`src/rtl/wb_reg_file_pkg.sv`:
```
// Shared definitions for the writeback-stage register file.
//   DATA_WIDTH / ADDR_WIDTH / REG_COUNT : datapath and register-index sizing
//   ZERO_REG                            : hard-wired zero register index
//   WB_REG_WRITE / WB_MEM_TO_REG        : bit positions in the wbControl bus
//                                         carried by the pipeline registers
package wb_reg_file_pkg;

  localparam int DATA_WIDTH = 32;
  localparam int ADDR_WIDTH = 5;
  localparam int REG_COUNT  = 2 ** ADDR_WIDTH;

  typedef logic [DATA_WIDTH-1:0] data_t;
  typedef logic [ADDR_WIDTH-1:0] addr_t;

  localparam addr_t ZERO_REG = '0;

  // wbControl = {regWrite, memToReg}
  localparam int WB_REG_WRITE  = 1;
  localparam int WB_MEM_TO_REG = 0;

  // Writeback source select: load data or ALU result.
  function automatic data_t wb_select(input logic  mem_to_reg,
                                      input data_t mem_data,
                                      input data_t alu_data);
    return mem_to_reg ? mem_data : alu_data;
  endfunction

endpackage

```
`src/rtl/wb_reg_file_if.sv`:
```
// Writeback / decode-side bus of the register file.
//   master : pipeline side (drives WB controls, write data and read indices)
//   slave  : wb_reg_file (returns operands, writeback value and write count)
interface wb_reg_file_if;
  import wb_reg_file_pkg::*;

  logic        regWrite;
  logic        memToReg;
  data_t       readDataMemory;
  data_t       aluResult;
  addr_t       writeRegister;
  addr_t       readRegister1;
  addr_t       readRegister2;
  data_t       readData1;
  data_t       readData2;
  data_t       writeBackData;
  logic [31:0] writeCount;

  modport master (
    output regWrite, memToReg, readDataMemory, aluResult,
    output writeRegister, readRegister1, readRegister2,
    input  readData1, readData2, writeBackData, writeCount
  );

  modport slave (
    input  regWrite, memToReg, readDataMemory, aluResult,
    input  writeRegister, readRegister1, readRegister2,
    output readData1, readData2, writeBackData, writeCount
  );

endinterface

```
`src/rtl/wb_reg_file_2r1w.sv`:
```
// reg_file_2r1w: 32 x 32-bit storage array, one write port, two raw
// combinational read ports, asynchronous clear.
//   clock, resetN      : clock and asynchronous active-low clear
//   we, waddr, wdata   : write port, committed on posedge
//   raddr1/2, rdata1/2 : raw read ports (no bypass, no zero masking here)
// Entry 0 is never written, so it stays at its reset value of zero.
module reg_file_2r1w
  import wb_reg_file_pkg::*;
(
  input  logic  clock,
  input  logic  resetN,
  input  logic  we,
  input  addr_t waddr,
  input  data_t wdata,
  input  addr_t raddr1,
  input  addr_t raddr2,
  output data_t rdata1,
  output data_t rdata2
);

  data_t regs [REG_COUNT];

  // NOTE: the array is reset because the whole file must clear instantly on
  // resetN; this makes it flops rather than a RAM macro, which is intended.
  // NOTE: sequential state uses non-blocking assignments so every register
  // samples pre-edge values regardless of block ordering.
  always_ff @(posedge clock or negedge resetN) begin
    if (!resetN) begin
      for (int i = 0; i < REG_COUNT; i++) regs[i] <= '0;
    end else if (we && waddr != ZERO_REG) begin
      regs[waddr] <= wdata;
    end
  end

  assign rdata1 = regs[raddr1];
  assign rdata2 = regs[raddr2];

endmodule

```
`src/rtl/wb_reg_file.sv`:
```
// wb_reg_file: writeback stage. Selects the writeback value, commits it to the
// general-purpose register file and serves the two decode read ports with a
// same-cycle write-to-read bypass.
//   clock, resetN : clock and asynchronous active-low reset
//   bus (slave)   : WB controls, writeback data, read indices, operands,
//                   writeBackData (to forwarding unit), writeCount
module wb_reg_file
  import wb_reg_file_pkg::*;
(
  input  logic          clock,
  input  logic          resetN,
  wb_reg_file_if.slave  bus
);

  logic [1:0]  wb_control;
  logic        commit;
  data_t       wb_data;
  data_t       raw_data1;
  data_t       raw_data2;
  data_t       read_data1;
  data_t       read_data2;
  logic [31:0] write_count;

  assign wb_control[WB_REG_WRITE]  = bus.regWrite;
  assign wb_control[WB_MEM_TO_REG] = bus.memToReg;

  assign wb_data = wb_select(wb_control[WB_MEM_TO_REG], bus.readDataMemory, bus.aluResult);

  // Gating with resetN disables both the store and the bypass during reset,
  // so a write presented while in reset is dropped rather than deferred.
  assign commit = resetN && wb_control[WB_REG_WRITE] && (bus.writeRegister != ZERO_REG);

  reg_file_2r1w u_storage (
    .clock  (clock),
    .resetN (resetN),
    .we     (commit),
    .waddr  (bus.writeRegister),
    .wdata  (wb_data),
    .raddr1 (bus.readRegister1),
    .raddr2 (bus.readRegister2),
    .rdata1 (raw_data1),
    .rdata2 (raw_data2)
  );

  // NOTE: every always_comb output gets a default first so no path leaves it
  // unassigned and infers a latch.
  always_comb begin
    read_data1 = raw_data1;
    read_data2 = raw_data2;
    if (bus.readRegister1 == ZERO_REG)
      read_data1 = '0;
    else if (commit && bus.writeRegister == bus.readRegister1)
      read_data1 = wb_data;
    if (bus.readRegister2 == ZERO_REG)
      read_data2 = '0;
    else if (commit && bus.writeRegister == bus.readRegister2)
      read_data2 = wb_data;
  end

  // Counts commits to nonzero registers; wraps modulo 2**32.
  always_ff @(posedge clock or negedge resetN) begin
    if (!resetN)     write_count <= '0;
    else if (commit) write_count <= write_count + 32'd1;
  end

  assign bus.readData1     = read_data1;
  assign bus.readData2     = read_data2;
  assign bus.writeBackData = wb_data;
  assign bus.writeCount    = write_count;

endmodule

```
`src/flat_wrapper.sv`:
```
// flat-port wrapper written by rule: the top's interface ports become plain ports
module wb_reg_file_flat import wb_reg_file_pkg::*;
  (clock, resetN, bus_regWrite, bus_memToReg, bus_readDataMemory, bus_aluResult, bus_writeRegister, bus_readRegister1, bus_readRegister2, bus_readData1, bus_readData2, bus_writeBackData, bus_writeCount);
  wb_reg_file_if bus_i ();
  input  logic clock;
  input  logic resetN;
  input wire logic [$bits(bus_i.regWrite)-1:0] bus_regWrite;
  input wire logic [$bits(bus_i.memToReg)-1:0] bus_memToReg;
  input wire logic [$bits(bus_i.readDataMemory)-1:0] bus_readDataMemory;
  input wire logic [$bits(bus_i.aluResult)-1:0] bus_aluResult;
  input wire logic [$bits(bus_i.writeRegister)-1:0] bus_writeRegister;
  input wire logic [$bits(bus_i.readRegister1)-1:0] bus_readRegister1;
  input wire logic [$bits(bus_i.readRegister2)-1:0] bus_readRegister2;
  output wire logic [$bits(bus_i.readData1)-1:0] bus_readData1;
  output wire logic [$bits(bus_i.readData2)-1:0] bus_readData2;
  output wire logic [$bits(bus_i.writeBackData)-1:0] bus_writeBackData;
  output wire logic [$bits(bus_i.writeCount)-1:0] bus_writeCount;
  assign bus_i.regWrite = bus_regWrite;
  assign bus_i.memToReg = bus_memToReg;
  assign bus_i.readDataMemory = bus_readDataMemory;
  assign bus_i.aluResult = bus_aluResult;
  assign bus_i.writeRegister = bus_writeRegister;
  assign bus_i.readRegister1 = bus_readRegister1;
  assign bus_i.readRegister2 = bus_readRegister2;
  assign bus_readData1 = bus_i.readData1;
  assign bus_readData2 = bus_i.readData2;
  assign bus_writeBackData = bus_i.writeBackData;
  assign bus_writeCount = bus_i.writeCount;
  wb_reg_file u_core (.clock(clock), .resetN(resetN), .bus(bus_i));
endmodule
```
`config.mk`:
```
export PLATFORM = sky130hd
export DESIGN_NAME = wb_reg_file_flat
export DESIGN_NICKNAME = d
export VERILOG_FILES = /design/src/rtl/wb_reg_file_pkg.sv /design/src/rtl/wb_reg_file_if.sv /design/src/rtl/wb_reg_file_2r1w.sv /design/src/rtl/wb_reg_file.sv /design/src/flat_wrapper.sv
export SDC_FILE = /design/constraint.sdc
export NUM_CORES = 2
export LEC_CHECK = 0
export BUFFER_PORTS_ARGS = -buffer_cell sky130_fd_sc_hd__buf_4
export CELL_PAD_IN_SITES_DETAIL_PLACEMENT = 0
export CELL_PAD_IN_SITES_GLOBAL_PLACEMENT = 1
export CORE_MARGIN = 4
export CORE_UTILIZATION = 52
export CTS_BUF_LIST = sky130_fd_sc_hd__clkbuf_8
export CTS_CLUSTER_SIZE = 30
export DETAILED_ROUTE_END_ITERATION = 10
export PLACE_DENSITY = 0.93
export RECOVER_POWER = 100
export SLEW_MARGIN = 0
export SYNTH_ARGS = -nofsm -noshare
export SYNTH_HDL_FRONTEND = slang
export SYNTH_SLANG_ARGS = --single-unit
```
`constraint.sdc`:
```
create_clock -name clock -period 2.4 [get_ports clock]
set_input_delay 0.24 -clock clock [delete_from_list [all_inputs] [get_ports clock]]
set_output_delay 0.24 -clock clock [all_outputs]
set_load 0.02 [all_outputs]
```
==> flow_summary.yaml <==
timing:
  worst_slack_ns: -0.760
  tightest_slew_ns: 1.73
  max_freq_ghz: 0.316
  holdWs_ns: 0.111
  period_needed_ns: 3.16
  rsz0062_at_grt: "true"
  timing.clock.skew_ns: 0.0123
  period_share_pct: 132
  final-setup-viol-count: 1756
  maxSlewHeadroom_pct: -16.4
  hold_violations: 0
  slew_viol_final: 94
layout:
  area_delta_synth_final_pct: 25.3
  drive_gt1_share_pct: 32.6
  fin_cells: 7150
  nets: 5707
  finish.utilization_pct: 65.5
worst_setup_path:
  r2r_cells: 5
  r2r_slack_ns: 0.28
  cp_common_cell: "a21oi_2"
  worst_ep_required_time_ns: 2.16
  crit_fanout: 3
  rr_endpoint: "u_core.bus.writeCount[27]"
  arrival_ns: 2.92
  worstSetupEndpoint: "bus_readData2[22]"
  cp_num_cells: 7
  cp_slowest_stage_delay_ns: 0.47
  crit_buf_inv: 2
  crit_family: "compound AO/OA/AOI/OAI gates"
  startpoint: "u_core.u_storage.regs[22]"
  startpoint_type: "flip-flop"
  critPathKind: "flip-flop to output port"
  worst_path_max_delay_cell: "mux4_2"
  endpoint_kind: "output port"
  reg2reg_from: "u_core.bus.writeCount[10]"
  path_cells: "mux4_2 -> a22o_1 -> a221o_1 -> a21oi_2 -> buf_4 -> a21oi_2 -> buf_6"
synthesis:
  synthCells: 5015
  yosys_register_bits: 1056
  synth_cell_type_count: 66
  synth_edf_count: 0
  synth_area_leaders: "dfrtp_1 (48%), mux4_2 (19%), a21oi_1 (8.6%)"
  synthArstFlopShare_pct: 100
  synth_top_area_share_pct: 48.0
  synth_compound_area_share_pct: 14.3
  syn_nets: 5099
  synth.largest_area_cell: "dfrtp_1"
  synth_top_family_by_area: "multiplexers"
  syn_avg_cell_area_sq_um: 11.0
  yosys.area_share.simple_pct: 9.58
  synth_seq_area_share_pct: 48.0
  yosys_warnings: 0
  ys.flop_type: "dfrtp_1"
  synthMuxAreaShare_pct: 22.8
  synthAdderAreaFrac_pct: 0.0227
  syn-cell-area_sq_um: 55100
  synth_xor_area_share_pct: 0.652
routing:
  firstDrtPassIters: 9
  drt_wl_total_microns: 214000
  vias_per_cell: 6.90
  num_vias: 49357
  postRouteAntennaNets: 0
  wl_per_cell_microns: 29.9
  dr.first_iter.drc_count: 6924
  drc_errors: 1
placed_design:
  place.gp.congestion: 0.964
  io_buffers: 210
  hpwl_microns: 138000
  post-place-cells: 6672
  place_ws_ns: -0.792
clock_tree:
  cts_root_buffer: "clkbuf_8"
  cts_tree: "done"
  cts_max_level: 4
  cts.sinks: 1056
  path_clk_slew_ns: 0.06
  numCtsBuffers: 176
  clockBufferDepth: 3
  clock_latency_ns: 0.85
status:
  outcome: "finished with violations"
  violations: "design-rule violations, max-capacitance violations, max-slew violations, negative setup slack"
floorplan:
  initial_core_util_pct: 52.3
  die_area_sq_um: 111000
  die_h_microns: 333
  design.core.area_sq_um: 105000
  std_cell_rows: 119
  ios: 211
  die_w_microns: 333
global_routing:
  grt_pass1_vias: 49809
  grt_pass1_wl_microns: 314000
  grt_util_all_layers_pct: 37.8
  grt_max_degree: 177
  grt_remaining_overflow: 0
  antenna_found_initial: 9
power_and_ir_drop:
  powerDensity_nw_per_um2: 795
  clockPowerShare_pct: 30.3
  vdd_drop_max_mv: 0.537
  switching_share_pct: 32.2
  share_comb_of_total_power_pct: 26.1
  power_switching_w: 0.0177
  internal_power_w: 0.0372
  p_leak_nw: 30.1
  pwr-share-seq_pct: 43.6
run:
  drv_cap: 1
worst_hold_path:
  min_path_type: "primary input to flip-flop"
[cell type report]
| class | instances | area (sq um) |
|---|---|---|
| flip-flops and latches | 1056 | 26400 |
| fillers | 7350 | 36300 |
| inverters | 41 | 154 |
| repair buffers | 968 | 9310 |
| diodes | 8 | 20.0 |
| clock inverters | 86 | 562 |
| multi-input cells | 3380 | 27800 |
| clock buffers | 220 | 3030 |
| well taps | 1391 | 1740 |
[metal layers]
metal  global-route usage [%]  share of wire, %  vias up  wire length (microns)
met5                        0             0.011        -                     24
met4                     28.5               8.8        4                  18800
met3                     14.6                15     1216                  31800
met2                     54.3                43     4303                  92700
met1                     46.4                33    24312                  70400
li1                         -                 -    19522                      -
[worst reg2reg max path, cell delays in order (launching register included)]
cell and delay [ns]:
dfrtp_1 0.44, and4_1 0.28, nand4_1 0.20, or4_1 0.70, nor3_1 0.26, xor2_1 0.16
[repair_timing]
action	4_1_cts	5_1_grt
gates cloned	0	0
resized for setup	244	107
pin swaps	136	98
buffers inserted	94	32
endpoints found under the setup margin	64	65
hold buffers	61	1
hold endpoints to repair	731	3
[cells in the mapped netlist (71+ instances only)]
library cell and instances:
mux4_2 469, a211oi_1 71, clkbuf_1 361, dfrtp_1 1056, mux2i_1 193, a21oi_1 947, a22oi_1 82, nor2_1 981
nand2_1 138, buf_2 106, o21ai_0 141
[flip-flops by register name, summed over array words and instances (netlist names)]
register	count
u_core.u_storage.regs	1024
u_core.bus.writeCount	32
[kinds of logic (layout without fill, tap and decap cells)]
family / Yosys count / in the layout
AOI/OAI and AO/OA: 1392 / 1392
other: 0 / 8
adders and majority gates: 1 / 1
DFF: 1056 / 1056
muxes: 669 / 669
and+or+nand+nor: 1277 / 1277
xor gates and xnor gates: 41 / 41
buffers and inverters: 579 / 1315
[power by group through the flow]
stage / clock (W) / combinational, W / sequential (W)
2_1_floorplan: 0 / 0.00833 / 0.0231
3_3_place_gp: 0 / 0.0119 / 0.0237
3_5_place_dp: 0 / 0.0124 / 0.0240
4_1_cts: 0.0166 / 0.0136 / 0.0237
5_1_grt: 0.0175 / 0.0152 / 0.0242
6_report: 0.0166 / 0.0143 / 0.0239
[cell usage in the layout (no fill, tap or decap), types with 58 or more instances in the layout]
cell	Yosys	routed
buf_4	17	604
buf_12	0	148
inv_1	38	85
buf_6	21	58
dfrtp_1	1056	1056
o21ai_0	141	124
dlygate4sd3_1	0	58
mux4_2	469	469
mux2i_1	193	159
clkbuf_8	0	221
nor2_1	981	955
a21oi_1	947	920
nand2_1	138	136
[through the flow]
step	setup TNS [ns]	cell area (sq um)	power, W
after floorplan	-0.00492	55100	0.0314
after global placement	-15.36	63300	0.0357
after detailed placement	-16.38	63300	0.0364
after CTS	-33.44	69300	0.0539
after global routing	-746.06	69000	0.0569
final	-507.62	69000	0.0549
[worst min path at each step]
stage / cells past startpoint / start / slack (ns) / to
5_1_grt: 6 / bus_writeRegister[1] / 0.12 / u_core.bus.writeCount[1]
4_1_cts: 4 / bus_readDataMemory[11] / 0.002 / u_core.u_storage.regs[939]
3_5_place_dp: 0 / u_core.u_storage.regs[997] / 0.38 / u_core.u_storage.regs[997]
6_report: 6 / bus_writeRegister[1] / 0.11 / u_core.bus.writeCount[1]
3_3_place_gp: 0 / u_core.u_storage.regs[1004] / 0.38 / u_core.u_storage.regs[1004]
2_1_floorplan: 0 / resetN / -0.06 / u_core.bus.writeCount[0]
Note: power is estimated with default switching activity, not from simulation.
